<file path="src/rtl/unidad_carga_almacen_pkg.sv">
// Shared definitions for the load/store unit: FSM states, access-size
// encodings and the alignment rule used when EXCEP_ALINEACION_EN is defined.
package paquete_carga_almacen;

  typedef enum logic [1:0] {
    REPOSO   = 2'b00,
    LEER     = 2'b01,
    ESCRIBIR = 2'b10,
    FIN      = 2'b11
  } estado_t;

  localparam logic [1:0] TAM_BYTE    = 2'b00;
  localparam logic [1:0] TAM_MEDIA   = 2'b01;
  localparam logic [1:0] TAM_PALABRA = 2'b10;

  // Both 10 and 11 encode a full word access.
  function automatic logic es_palabra(input logic [1:0] tam);
    return tam[1];
  endfunction

  // Halfwords must sit on even addresses and words on multiples of four.
  function automatic logic es_desalineado(input logic [1:0] tam, input logic [1:0] desp);
    return ((tam == TAM_MEDIA) && desp[0]) || (es_palabra(tam) && (desp != 2'b00));
  endfunction

endpackage

</file>
<file path="src/rtl/unidad_carga_almacen_alineador.sv">
// Byte-lane aligner: merges store data into a memory word and extracts a
// load lane with sign or zero extension. Little-endian lanes; halfword lane
// chosen by desp[1] only, so desp[0] is ignored for halfwords and desp is
// ignored entirely for words.
module alineador_bytes
  import paquete_carga_almacen::*;
(
  input  logic [1:0]  tam,
  input  logic [1:0]  desp,
  input  logic        sig,
  input  logic [31:0] palabra,
  input  logic [31:0] dato,
  output logic [31:0] fusion,
  output logic [31:0] extraido
);

  logic [7:0]  byte_sel;
  logic [15:0] media_sel;

  // Lane merge for stores and lane extract plus extension for loads.
  always_comb begin
    byte_sel  = palabra[{desp, 3'b000} +: 8];
    media_sel = desp[1] ? palabra[31:16] : palabra[15:0];
    fusion    = palabra;
    extraido  = palabra;
    if (es_palabra(tam)) begin
      fusion   = dato;
      extraido = palabra;
    end else if (tam == TAM_MEDIA) begin
      if (desp[1]) begin
        fusion[31:16] = dato[15:0];
      end else begin
        fusion[15:0] = dato[15:0];
      end
      extraido = {{16{sig & media_sel[15]}}, media_sel};
    end else begin
      fusion[{desp, 3'b000} +: 8] = dato[7:0];
      extraido = {{24{sig & byte_sel[7]}}, byte_sel};
    end
  end

endmodule

</file>
<file path="src/rtl/unidad_carga_almacen.sv">
// Load/store unit between a processor request port and a word-wide data
// memory. Sub-word stores are done as read-modify-write. Optional feature:
// define EXCEP_ALINEACION_EN to reject misaligned requests with error_alin
// instead of silently aligning them down.
module unidad_carga_almacen
  import paquete_carga_almacen::*;
(
  input  logic        clk,
  input  logic        reset,
  input  logic        sol_valida,
  output logic        sol_lista,
  input  logic        sol_escr,
  input  logic [1:0]  sol_tam,
  input  logic        sol_sig,
  input  logic [9:0]  sol_dir,
  input  logic [31:0] sol_dato,
  output logic        resp_valida,
  output logic [31:0] resp_dato,
  output logic        error_alin,
  output logic        EscrMem,
  output logic        LeerMem,
  output logic [7:0]  Direc,
  output logic [31:0] Datain,
  input  logic [31:0] Dataout
);

  estado_t     estado;
  logic        escr_r;
  logic [1:0]  tam_r;
  logic        sig_r;
  logic [9:0]  dir_r;
  logic [31:0] dato_r;
  logic        desalineado;
  logic [31:0] fusion;
  logic [31:0] extraido;

`ifdef EXCEP_ALINEACION_EN
  logic error_r;
  assign desalineado = es_desalineado(sol_tam, sol_dir[1:0]);
  assign error_alin  = error_r;
`else
  assign desalineado = 1'b0;
  assign error_alin  = 1'b0;
`endif

  assign sol_lista = (estado == REPOSO);

  // The aligner works straight on Dataout during LEER so that the merged
  // word and the extracted lane are captured on the edge that leaves LEER.
  alineador_bytes u_alineador (
    .tam      (tam_r),
    .desp     (dir_r[1:0]),
    .sig      (sig_r),
    .palabra  (Dataout),
    .dato     (dato_r),
    .fusion   (fusion),
    .extraido (extraido)
  );

  // Request FSM with registered memory-side and response outputs.
  always_ff @(posedge clk or posedge reset) begin
    if (reset) begin
      estado      <= REPOSO;
      escr_r      <= 1'b0;
      tam_r       <= 2'b00;
      sig_r       <= 1'b0;
      dir_r       <= '0;
      dato_r      <= '0;
      EscrMem     <= 1'b0;
      LeerMem     <= 1'b0;
      Direc       <= '0;
      Datain      <= '0;
      resp_valida <= 1'b0;
      resp_dato   <= '0;
`ifdef EXCEP_ALINEACION_EN
      error_r     <= 1'b0;
`endif
    end else begin
      case (estado)
        REPOSO: begin
          EscrMem     <= 1'b0;
          LeerMem     <= 1'b0;
          Direc       <= '0;
          Datain      <= '0;
          resp_valida <= 1'b0;
          if (sol_valida) begin
            escr_r <= sol_escr;
            tam_r  <= sol_tam;
            sig_r  <= sol_sig;
            dir_r  <= sol_dir;
            dato_r <= sol_dato;
            if (desalineado) begin
              estado      <= FIN;
              resp_valida <= 1'b1;
              resp_dato   <= '0;
`ifdef EXCEP_ALINEACION_EN
              error_r     <= 1'b1;
`endif
            end else if (sol_escr && es_palabra(sol_tam)) begin
              estado  <= ESCRIBIR;
              EscrMem <= 1'b1;
              Direc   <= sol_dir[9:2];
              Datain  <= sol_dato;
            end else begin
              estado  <= LEER;
              LeerMem <= 1'b1;
              Direc   <= sol_dir[9:2];
            end
          end
        end
        LEER: begin
          LeerMem <= 1'b0;
          if (escr_r) begin
            estado  <= ESCRIBIR;
            EscrMem <= 1'b1;
            Direc   <= dir_r[9:2];
            Datain  <= fusion;
          end else begin
            estado      <= FIN;
            Direc       <= '0;
            resp_valida <= 1'b1;
            resp_dato   <= extraido;
          end
        end
        ESCRIBIR: begin
          estado      <= FIN;
          EscrMem     <= 1'b0;
          Direc       <= '0;
          Datain      <= '0;
          resp_valida <= 1'b1;
          resp_dato   <= '0;
        end
        FIN: begin
          estado      <= REPOSO;
          resp_valida <= 1'b0;
`ifdef EXCEP_ALINEACION_EN
          error_r     <= 1'b0;
`endif
        end
        default: begin
          estado <= REPOSO;
        end
      endcase
    end
  end

endmodule

</file>
<file path="config.mk">
export PLATFORM = sky130hd
export DESIGN_NAME = unidad_carga_almacen
export DESIGN_NICKNAME = d
export VERILOG_FILES = /design/src/rtl/unidad_carga_almacen_pkg.sv /design/src/rtl/unidad_carga_almacen_alineador.sv /design/src/rtl/unidad_carga_almacen.sv
export SDC_FILE = /design/constraint.sdc
export NUM_CORES = 1
export LEC_CHECK = 0
export BUFFER_PORTS_ARGS = -buffer_cell sky130_fd_sc_hd__buf_2
export CORE_MARGIN = 4
export CORE_UTILIZATION = 45
export CTS_BUF_LIST = sky130_fd_sc_hd__clkbuf_16
export CTS_CLUSTER_DIAMETER = 80
export CTS_CLUSTER_SIZE = 8
export DETAILED_ROUTE_END_ITERATION = 16
export PLACE_DENSITY = 0.71
export REMOVE_ABC_BUFFERS = 1
export SKIP_CTS_REPAIR_TIMING = 1
export SLEW_MARGIN = 0
export SYNTH_ARGS = -nofsm -noshare
export SYNTH_HDL_FRONTEND = slang
export SYNTH_HIERARCHICAL = 1
export SYNTH_SLANG_ARGS = --single-unit
</file>
<file path="constraint.sdc">
create_clock -name clk -period 3.8 [get_ports clk]
set_input_delay 0.38 -clock clk [delete_from_list [all_inputs] [get_ports clk]]
set_output_delay 0.38 -clock clk [all_outputs]
set_load 0.1 [all_outputs]
</file>
# [After elaboration in Yosys (flattened, before gate mapping)]
# Cells that the tools add are included.
[word_totals] in_bits=81 elab_cells=64 output_inout_bits=77 reg_bits=123
[op_classes] add_sub_neg=1 shift=3 n_reduce_logical=9 n_mux=30 n_bitwise=2 eq_ne=7
[op_table] operator="two-way mux 32 bit" n=8
[op_table] operator="case mux 32 bit (3 select lines)" n=1
[op_table] operator="case mux 32 bit (2 select lines)" n=1
[op_table] operator="two-way mux 16 bit" n=3
[op_table] operator="bitwise mux 32 bit" n=1
[op_table] operator="variable shift 8 x 7 -> 32 bit, first input constant" n=1
[op_table] operator="indexed part select 32 x 6 -> 8 bit" n=1
[op_table] operator="indexed part select 8 x 7 -> 32 bit" n=1
[op_table] operator="case mux 8 bit (3 select lines)" n=1
[op_table] operator="two-way mux 8 bit" n=2
[op_table] operator="case mux 2 bit (4 select lines)" n=1
[op_table] operator="two-way mux 1 bit" n=7
[op_table] operator="negation 5 -> 7 bit" n=1
[op_table] operator="!= test 2 bit, second input constant" n=3
[op_table] operator="case mux 1 bit (3 select lines)" n=2
[op_table] operator="AND reduction 2 bit" n=3
[op_table] operator="equality test 2 x 1 -> 1 bit, second input constant" n=2
[op_table] operator="equality test 2 bit, second input constant" n=2
[op_table] operator="two-way mux 2 bit" n=2
[op_table] operator="nonzero test 2 bit" n=2
[op_table] operator="nonzero test 3 bit" n=1
[op_table] operator="AND 1 bit" n=2
[op_table] operator="logical NOT 2 bit" n=1
[op_table] operator="case mux 1 bit (2 select lines)" n=1
[op_table] operator="other kinds (2)" n=2

# [Depth between registers and ports, before layout]
# Gate-level depths: netlist of the first run.
[logic_depth] depth_word=7 depth_mapped=10 mapped_depth_nobuf=8

# [By module]
# The synthesis of the first run kept the hierarchy.
[modules_own_cells] mod="unidad_carga_almacen" seq_area_each_um2=3078.0 area_each_um2=5470.2 n_inst=1 cells_each=380
[modules_own_cells] mod="alineador_bytes" seq_area_each_um2=0.0 area_each_um2=1595.3 n_inst=1 cells_each=242

# [Worst setup path after synthesis of the first run]
# No wires, ideal clock.
[synth_path] kind="register to register" from="register estado[0]" to="register dato_r[0]" stages_incl_launch_ff=6 arrival_time_ns=2.344 t_required_ns=3.675 setup_ns=0.125 n_path_buf=1 slack_ns=1.332 period_less_slack_ns=2.468 path_cell_list="dfrtp_1 -> inv_1 -> ha_1 -> nand2_1 -> buf_2 -> mux2_2"
[synth_between] elab_chain_len=2
[synth_rtl] element="start: declaration" line_no="unidad_carga_almacen.sv:27" rtl="estado_t estado;"
[synth_rtl] element="start signal: assignment" line_no="unidad_carga_almacen.sv:63" rtl="estado <= REPOSO;"
[synth_rtl] element="start signal: assignment" line_no="unidad_carga_almacen.sv:93" rtl="estado <= FIN;"
[synth_rtl] element="start signal: assignment" line_no="unidad_carga_almacen.sv:100" rtl="estado <= ESCRIBIR;"
[synth_rtl] element="logical NOT 2 bit"
[synth_rtl] element="named net sol_lista" line_no="unidad_carga_almacen.sv:11" rtl="output logic sol_lista,"
[synth_rtl] element="AND reduction 2 bit (no line)"
[synth_rtl] element="end signal: assignment" line_no="unidad_carga_almacen.sv:91" rtl="dato_r <= sol_dato;"
[synth_rtl] element="end: declaration" line_no="unidad_carga_almacen.sv:32" rtl="logic [31:0] dato_r;"
# The timed path passes the listed nets, and every way through them passes these cells.
# A chain may end at the register's enable or synchronous reset.

# [Worst setup path in the final report of the first run]
[layout_path] from="register tam_r[0]" to="register Datain[2]"
[layout_between] elab_chain_len=5
[layout_rtl] element="start: declaration" line_no="unidad_carga_almacen.sv:29" rtl="logic [1:0] tam_r;"
[layout_rtl] element="start signal: assignment" line_no="unidad_carga_almacen.sv:88" rtl="tam_r <= sol_tam;"
[layout_rtl] element="equality test 2 x 1 -> 1 bit" line_no="unidad_carga_almacen_alineador.sv:29" rtl="end else if (tam == TAM_MEDIA) begin"
[layout_rtl] element="two-way mux 32 bit" line_no="unidad_carga_almacen_alineador.sv:29"
[layout_rtl] element="two-way mux 32 bit" line_no="unidad_carga_almacen_alineador.sv:26" rtl="if (es_palabra(tam)) begin"
[layout_rtl] element="named net fusion[2]" line_no="unidad_carga_almacen.sv:34" rtl="logic [31:0] fusion;"
[layout_rtl] element="two-way mux 32 bit" line_no="unidad_carga_almacen.sv:113" rtl="if (escr_r) begin"
[layout_rtl] element="case mux 32 bit (3 select lines)" line_no="unidad_carga_almacen.sv:79" rtl="case (estado)"
[layout_rtl] element="end signal: assignment" line_no="unidad_carga_almacen.sv:103" rtl="Datain <= sol_dato;"
[layout_rtl] element="end signal: assignment" line_no="unidad_carga_almacen.sv:117" rtl="Datain <= fusion;"
[layout_rtl] element="end: declaration" line_no="unidad_carga_almacen.sv:23" rtl="output logic [31:0] Datain,"
# The timed path passes the listed nets, and every way through them passes these cells. The select of a mux whose other input is x is not followed.

==> flow_metrics.env, run 1 <==
export IMPL_grt_max_degree=65
export IMPL_antenna_left=0
export IMPL_layout_nets=852
export IMPL_start_kind="flip-flop"
export IMPL_crit_arrival_ns=3.11
export IMPL_drtPass1Iterations=5
export IMPL_port_buffers=156
export IMPL_drc=0
export IMPL_synthTopCellsByArea="dfrtp_1 (44%), mux2_2 (13%), mux2_4 (6.2%)"
export IMPL_die_area_mm2=0.01777
export IMPL_min_period_over_period_pct=73.77
export IMPL_hold_worst_slack_ns=0.1133
export IMPL_grt_pass1_wl_um=32330
export IMPL_outcome="finished, final reports clean"
export IMPL_grt_pass1_vias=5836
export IMPL_numCtsBuffers=17
export IMPL_place_inst=953
export IMPL_cts_root_buf="clkbuf_16"
export IMPL_tns_ns=0
export IMPL_tritoncts="yes"
export IMPL_num_io_pins=158
export IMPL_finalMaxSlewViolations=0
export IMPL_post_route_util_pct=55.60
export IMPL_grtUsageTotal_pct=23.07
export IMPL_vias=5711
export IMPL_hold_violations=0
export IMPL_die_h_um=133.3
export IMPL_core_rowCount=45
export IMPL_syn_to_final_growth_pct=20.52
export IMPL_crit_path_end_kind="flip-flop"
export IMPL_vias_per_cell=5.798
export IMPL_synth_top_area_share_pct=43.56
export IMPL_dieWidth_um=133.3
export IMPL_cts_htree_levels=4
export IMPL_clkSinkCount=123
export IMPL_ys_warn_count=6
export IMPL_slew_headroom_pct=21.94
export IMPL_fmax_ghz=0.3567
export IMPL_final_cells=985
export IMPL_synth_seq_cells=123
export IMPL_skew_ns=0.005801
export IMPL_async_flop_share_pct=100.0
export IMPL_syn_inst=622
export IMPL_ys_seq_area_share_pct=43.56
export IMPL_maxCapViolCount=0
export IMPL_drt_total_wl_um=20580
export IMPL_core_mm2=0.01531
export IMPL_hold_path_class="input port to async pin"
export IMPL_crit_path_max_fanout=17
export IMPL_hpwlAfterDp_um=14690
export IMPL_period_minus_slack_ns=2.803
export IMPL_drive_above_1_share_pct=43.02
export IMPL_clkLatencyLatePin_ns=0.42
export IMPL_gr_total_overflow=0
export IMPL_synth_avg_cell_area_um2=11.36
export IMPL_critPathKind="flip-flop to flip-flop"
export IMPL_fill_cells=1371
export IMPL_clk_pin_slew_ns=0.06
export IMPL_start_util_pct=46.14
export IMPL_setup_violations=0
export IMPL_gp_congestion=0.8506
export IMPL_crit_required_ns=4.10
export IMPL_rsz0062_at_grt="no"
export IMPL_synth_area_mm2=0.007066
export IMPL_wire_per_inst_um=20.89
export IMPL_drt_iter0_drc=507
export IMPL_yosys_area_top_type="dfrtp_1"
export IMPL_synth_edf_count=0
export IMPL_synth_flop_cell="dfrtp_1"
export IMPL_clockBufferDepth=2
export IMPL_insertedDiodeCount=0
export IMPL_grt_antenna_before_repair=1
export IMPL_synth_cell_type_count=57
export IMPL_tightest_slew_ns=1.146
==> cell usage in the layout (no fill, tap or decap), drive strengths merged, types with 2 or more instances in the layout <==
| master | count |
|---|---|
| a221oi | 38 |
| clkbuf | 17 |
| buf | 166 |
| a31oi | 2 |
| clkinvlp | 3 |
| dfrtp | 123 |
| a221o | 6 |
| a22o | 40 |
| ha | 10 |
| o21ai | 2 |
| o22ai | 3 |
| nor3 | 3 |
| a211oi | 6 |
| inv | 39 |
| mux2 | 111 |
| nand2 | 55 |
| a22oi | 9 |
| mux2i | 19 |
| a21oi | 16 |
| o32ai | 7 |
| nor2b | 39 |
| or2 | 2 |
| clkinv | 10 |
| a32oi | 2 |
| and2b | 2 |
| bufinv | 3 |
| and2 | 8 |
| and3 | 2 |
| nor2 | 13 |
| nand2b | 4 |
==> cell usage after synthesis, types with 14 or more instances <==
master,n
mux2_2,82
mux2i_1,19
a221oi_1,31
a22o_1,37
nand2_1,55
clkbuf_1,14
mux2_4,29
inv_1,37
buf_2,15
dfrtp_1,123
nor2b_1,39
a21oi_1,16
==> worst max-delay path: stages, from the launching register on <==
cell and delay [ns]:
dfrtp_1 0.66, nor2b_1 0.39, or2_1 0.59, nor2_2 0.25
a22o_1 0.32, a22o_1 0.20, mux2_4 0.26
==> final cells by class <==
| class | count | area [um2] | share of cell area, % |
|---|---|---|---|
| timing repair buffer | 166 | 855.8 | 10.05 |
| clock inverter | 15 | 157.7 | 1.851 |
| sequential | 123 | 3078 | 36.14 |
| tap | 211 | 264.0 | 3.100 |
| inverter | 40 | 152.6 | 1.793 |
| multi-input combinational | 413 | 3582 | 42.07 |
| clock buffer | 17 | 425.4 | 4.996 |
==> state kept, by name, indices dropped and copies added, names as in the netlist <==
register,count
Datain,32
dato_r,32
resp_dato,32
dir_r,10
Direc,8
estado,2
tam_r,2
EscrMem,1
LeerMem,1
escr_r,1
resp_valida,1
sig_r,1
==> cells by family (layout without fill, tap and decap cells) <==
group	Yosys count	in the layout	share of synthesized area [%]
DFF	123	123	43.56
other	1	1	0.05307
adders and majority gates	10	10	1.771
muxes	130	130	21.92
buffers and inverters	86	238	6.021
and+or+nand+nor	134	134	10.13
AOI/OAI and AO/OA	138	138	16.54
==> metal layers <==
layer / global-route usage (%) / up-vias / share of wire, %
met5: 0 / - / 0.058
met4: 6.514 / 2 / 2.0
met3: 6.382 / 39 / 7.8
met2: 36.17 / 277 / 46
met1: 31.52 / 2843 / 44
li1: - / 2550 / -
==> path summary, 6_finish.rpt <==
path | end | slack, ns | start | cells after the start
max in group asynchronous | dato_r[8]$_DFFE_PP0P_ | 2.71 | reset | 3
worst min-delay path | resp_dato[17]$_DFFE_PP0P_ | 0.11 | reset | 2
worst max-delay path | Datain[2]$_DFFE_PP0P_ | 1.0 | tam_r[0]$_DFFE_PP0P_ | 6
worst max register to register | Datain[2]$_DFFE_PP0P_ | 1.0 | tam_r[0]$_DFFE_PP0P_ | 6
min in group clk | tam_r[0]$_DFFE_PP0P_ | 0.20 | sol_tam[0] | 2
worst min register to register | resp_dato[19]$_DFFE_PP0P_ | 0.50 | resp_dato[19]$_DFFE_PP0P_ | 1
==> metrics by stage <==
stage               area [um2]  setup slack [ns]
detailed placement        7933             1.060
global route              8516            0.8780
floorplan                 6790            0.1491
finish                    8516            0.9968
CTS                       8516             1.024
global placement          7933             1.124
Power of run 1 is left out: the tool's default activity adds up to more than one toggle a clock period on the data nets, which glitch-free logic cannot reach.
==> run 2, diff against run 1 <==
==> constraint.sdc (replaced) <==
create_clock -name clk -period 2.4 [get_ports clk]
set_input_delay 0.24 -clock clk [delete_from_list [all_inputs] [get_ports clk]]
set_output_delay 0.24 -clock clk [all_outputs]
set_load 0.1 [all_outputs]
==> run 2 against run 1 <==
  * Utilization grew 1.2 points
  * Via count is essentially flat
  * Critical path depth grew 2
  * Sequential share of layout area shrank 0.74 points
  * Hold slack lost 0.11 ns
  * Clock skew grew 0.0037 ns
  * Clock-buffer cell count is the same
  * Sequential cell count is the same
  * Fmax grew 22%
  * Design area grew 2.1%
==> flow_metrics.env, run 2 (synthesized netlist as in run 1, its figures left out) <==
export IMPL_core_rowCount=45
export IMPL_crit_chain="clkinv_1 > ha_1 > nor2b_1 > nor3_1 > nand2_1 > nand2_1 > a22o_1 > mux2_4"
export IMPL_die_h_um=133.3
export IMPL_layout_nets=863
export IMPL_drc=0
export IMPL_grt_antenna_before_repair=0
export IMPL_maxCapViolCount=0
export IMPL_crit_path_end_kind="flip-flop"
export IMPL_fill_cells=1385
export IMPL_insertedDiodeCount=0
export IMPL_reg_largest_list="Datain: 32 flops, dato_r: 32 flops, resp_dato: 32 flops"
export IMPL_multi_input_area_mm2=0.003582
export IMPL_start_util_pct=46.14
export IMPL_hpwlAfterDp_um=14620
export IMPL_grt_pass1_vias=6081
export IMPL_clkSinkCount=123
export IMPL_antenna_left=0
export IMPL_crit_arrival_ns=2.65
export IMPL_crit_required_ns=2.76
export IMPL_cts_htree_levels=4
export IMPL_setup_violations=0
export IMPL_hold_violations=0
export IMPL_port_buffers=156
export IMPL_core_mm2=0.01531
export IMPL_rsz0062_at_grt="no"
export IMPL_cts_root_buf="clkbuf_16"
export IMPL_finalMaxSlewViolations=0
export IMPL_tritoncts="yes"
export IMPL_die_area_mm2=0.01777
export IMPL_fmax_ghz=0.4365
export IMPL_clk_pin_slew_ns=0.05
export IMPL_clkLatencyLatePin_ns=0.42
export IMPL_min_period_over_period_pct=95.46
export IMPL_grtUsageTotal_pct=22.88
export IMPL_outcome="finished, final reports clean"
export IMPL_period_minus_slack_ns=2.291
export IMPL_tightest_slew_ns=0.9735
export IMPL_drt_total_wl_um=20130
export IMPL_grt_max_degree=124
export IMPL_r2r_start="dir_r[1]$_DFFE_PP0P_"
export IMPL_gr_total_overflow=0
export IMPL_crit_path_frequent_cell="nand2_1"
export IMPL_num_io_pins=158
export IMPL_crit_path_max_fanout=8
export IMPL_layout_common_cells="buf_2 (156), dfrtp_1 (123), mux2_2 (82)"
export IMPL_reg2reg_depth=8
export IMPL_dieWidth_um=133.3
export IMPL_drive_above_1_share_pct=43.69
export IMPL_wire_per_inst_um=20.21
export IMPL_hold_path_class="input port to async pin"
export IMPL_skew_ns=0.009466
export IMPL_gp_congestion=0.8723
export IMPL_final_common_cell="buf_2"
export IMPL_syn_to_final_growth_pct=23.06
export IMPL_start_kind="flip-flop"
export IMPL_ff2ff_setup_slack_ns=0.11
export IMPL_vias_per_cell=5.738
export IMPL_reg2reg_to="Datain[12]$_DFFE_PP0P_"
export IMPL_clockBufferDepth=2
export IMPL_crit_start="dir_r[1]$_DFFE_PP0P_"
export IMPL_grt_pass1_wl_um=32310
export IMPL_slew_headroom_pct=34.60
export IMPL_seq_area_mm2=0.003078
export IMPL_critPathSlowestCell="nor3_1"
export IMPL_slowest_delay_ns=0.74
export IMPL_critPathKind="flip-flop to flip-flop"
export IMPL_drt_iter0_drc=302
export IMPL_vias=5715
export IMPL_tns_ns=0
export IMPL_numCtsBuffers=17
export IMPL_drtPass1Iterations=5
[run 2: layout make-up]
type / instances / share of cell area (%)
clock buffers: 17 / 4.893
clock inverters: 15 / 2.346
inverters: 40 / 1.756
multi-input cells: 413 / 41.20
flip-flops and latches: 123 / 35.40
well taps: 211 / 3.036
repair buffers: 177 / 11.37
[run 2: worst max-delay path by stage]
stage / to / slack, ns
after floorplan: Datain[0]$_DFFE_PP0P_ / -1.11
after global placement: Datain[22]$_DFFE_PP0P_ / 0.27
after detailed placement: Datain[12]$_DFFE_PP0P_ / 0.18
after CTS: Datain[22]$_DFFE_PP0P_ / 0.14
after global routing: Datain[11]$_DFFE_PP0P_ / 0.0005
final: Datain[12]$_DFFE_PP0P_ / 0.11
[run 2: worst max-delay path: cells and delay by family (launching register included)]
kind / cells / cell delay [ns]
adders and majority gates: 1 / 0.23
and+or+nand+nor: 4 / 1.16
DFF: 1 / 0.41
AOI/OAI and AO/OA: 1 / 0.13
buffers and inverters: 1 / 0.16
muxes: 1 / 0.14
[run 2: metrics by stage]
stage | worst slack [ns] | cells | hold slack, ns | instance area, um2 | utilization [%]
after CTS | 0.1444 | 996 | 0.03238 | 8695 | 56.77
after floorplan | -1.111 | 576 | 0.3907 | 6790 | -
after detailed placement | 0.1799 | 964 | 0.4674 | 8065 | 52.66
final | 0.1090 | 996 | 0.003157 | 8695 | 56.77
after global placement | 0.2749 | 964 | 0.4693 | 8065 | 52.66
after global routing | 0.0005478 | 996 | 0.04771 | 8695 | 56.77
[run 2: metal layers]
layer	up-vias	part of all wire [%]	GRT usage [%]
met1	2855	44	30.26
met2	237	47	36.34
met4	0	2.6	7.886
met3	41	6.9	6.307
met5	-	0	0
li1	2582	-	-
Power of run 2 is left out for the same reason.
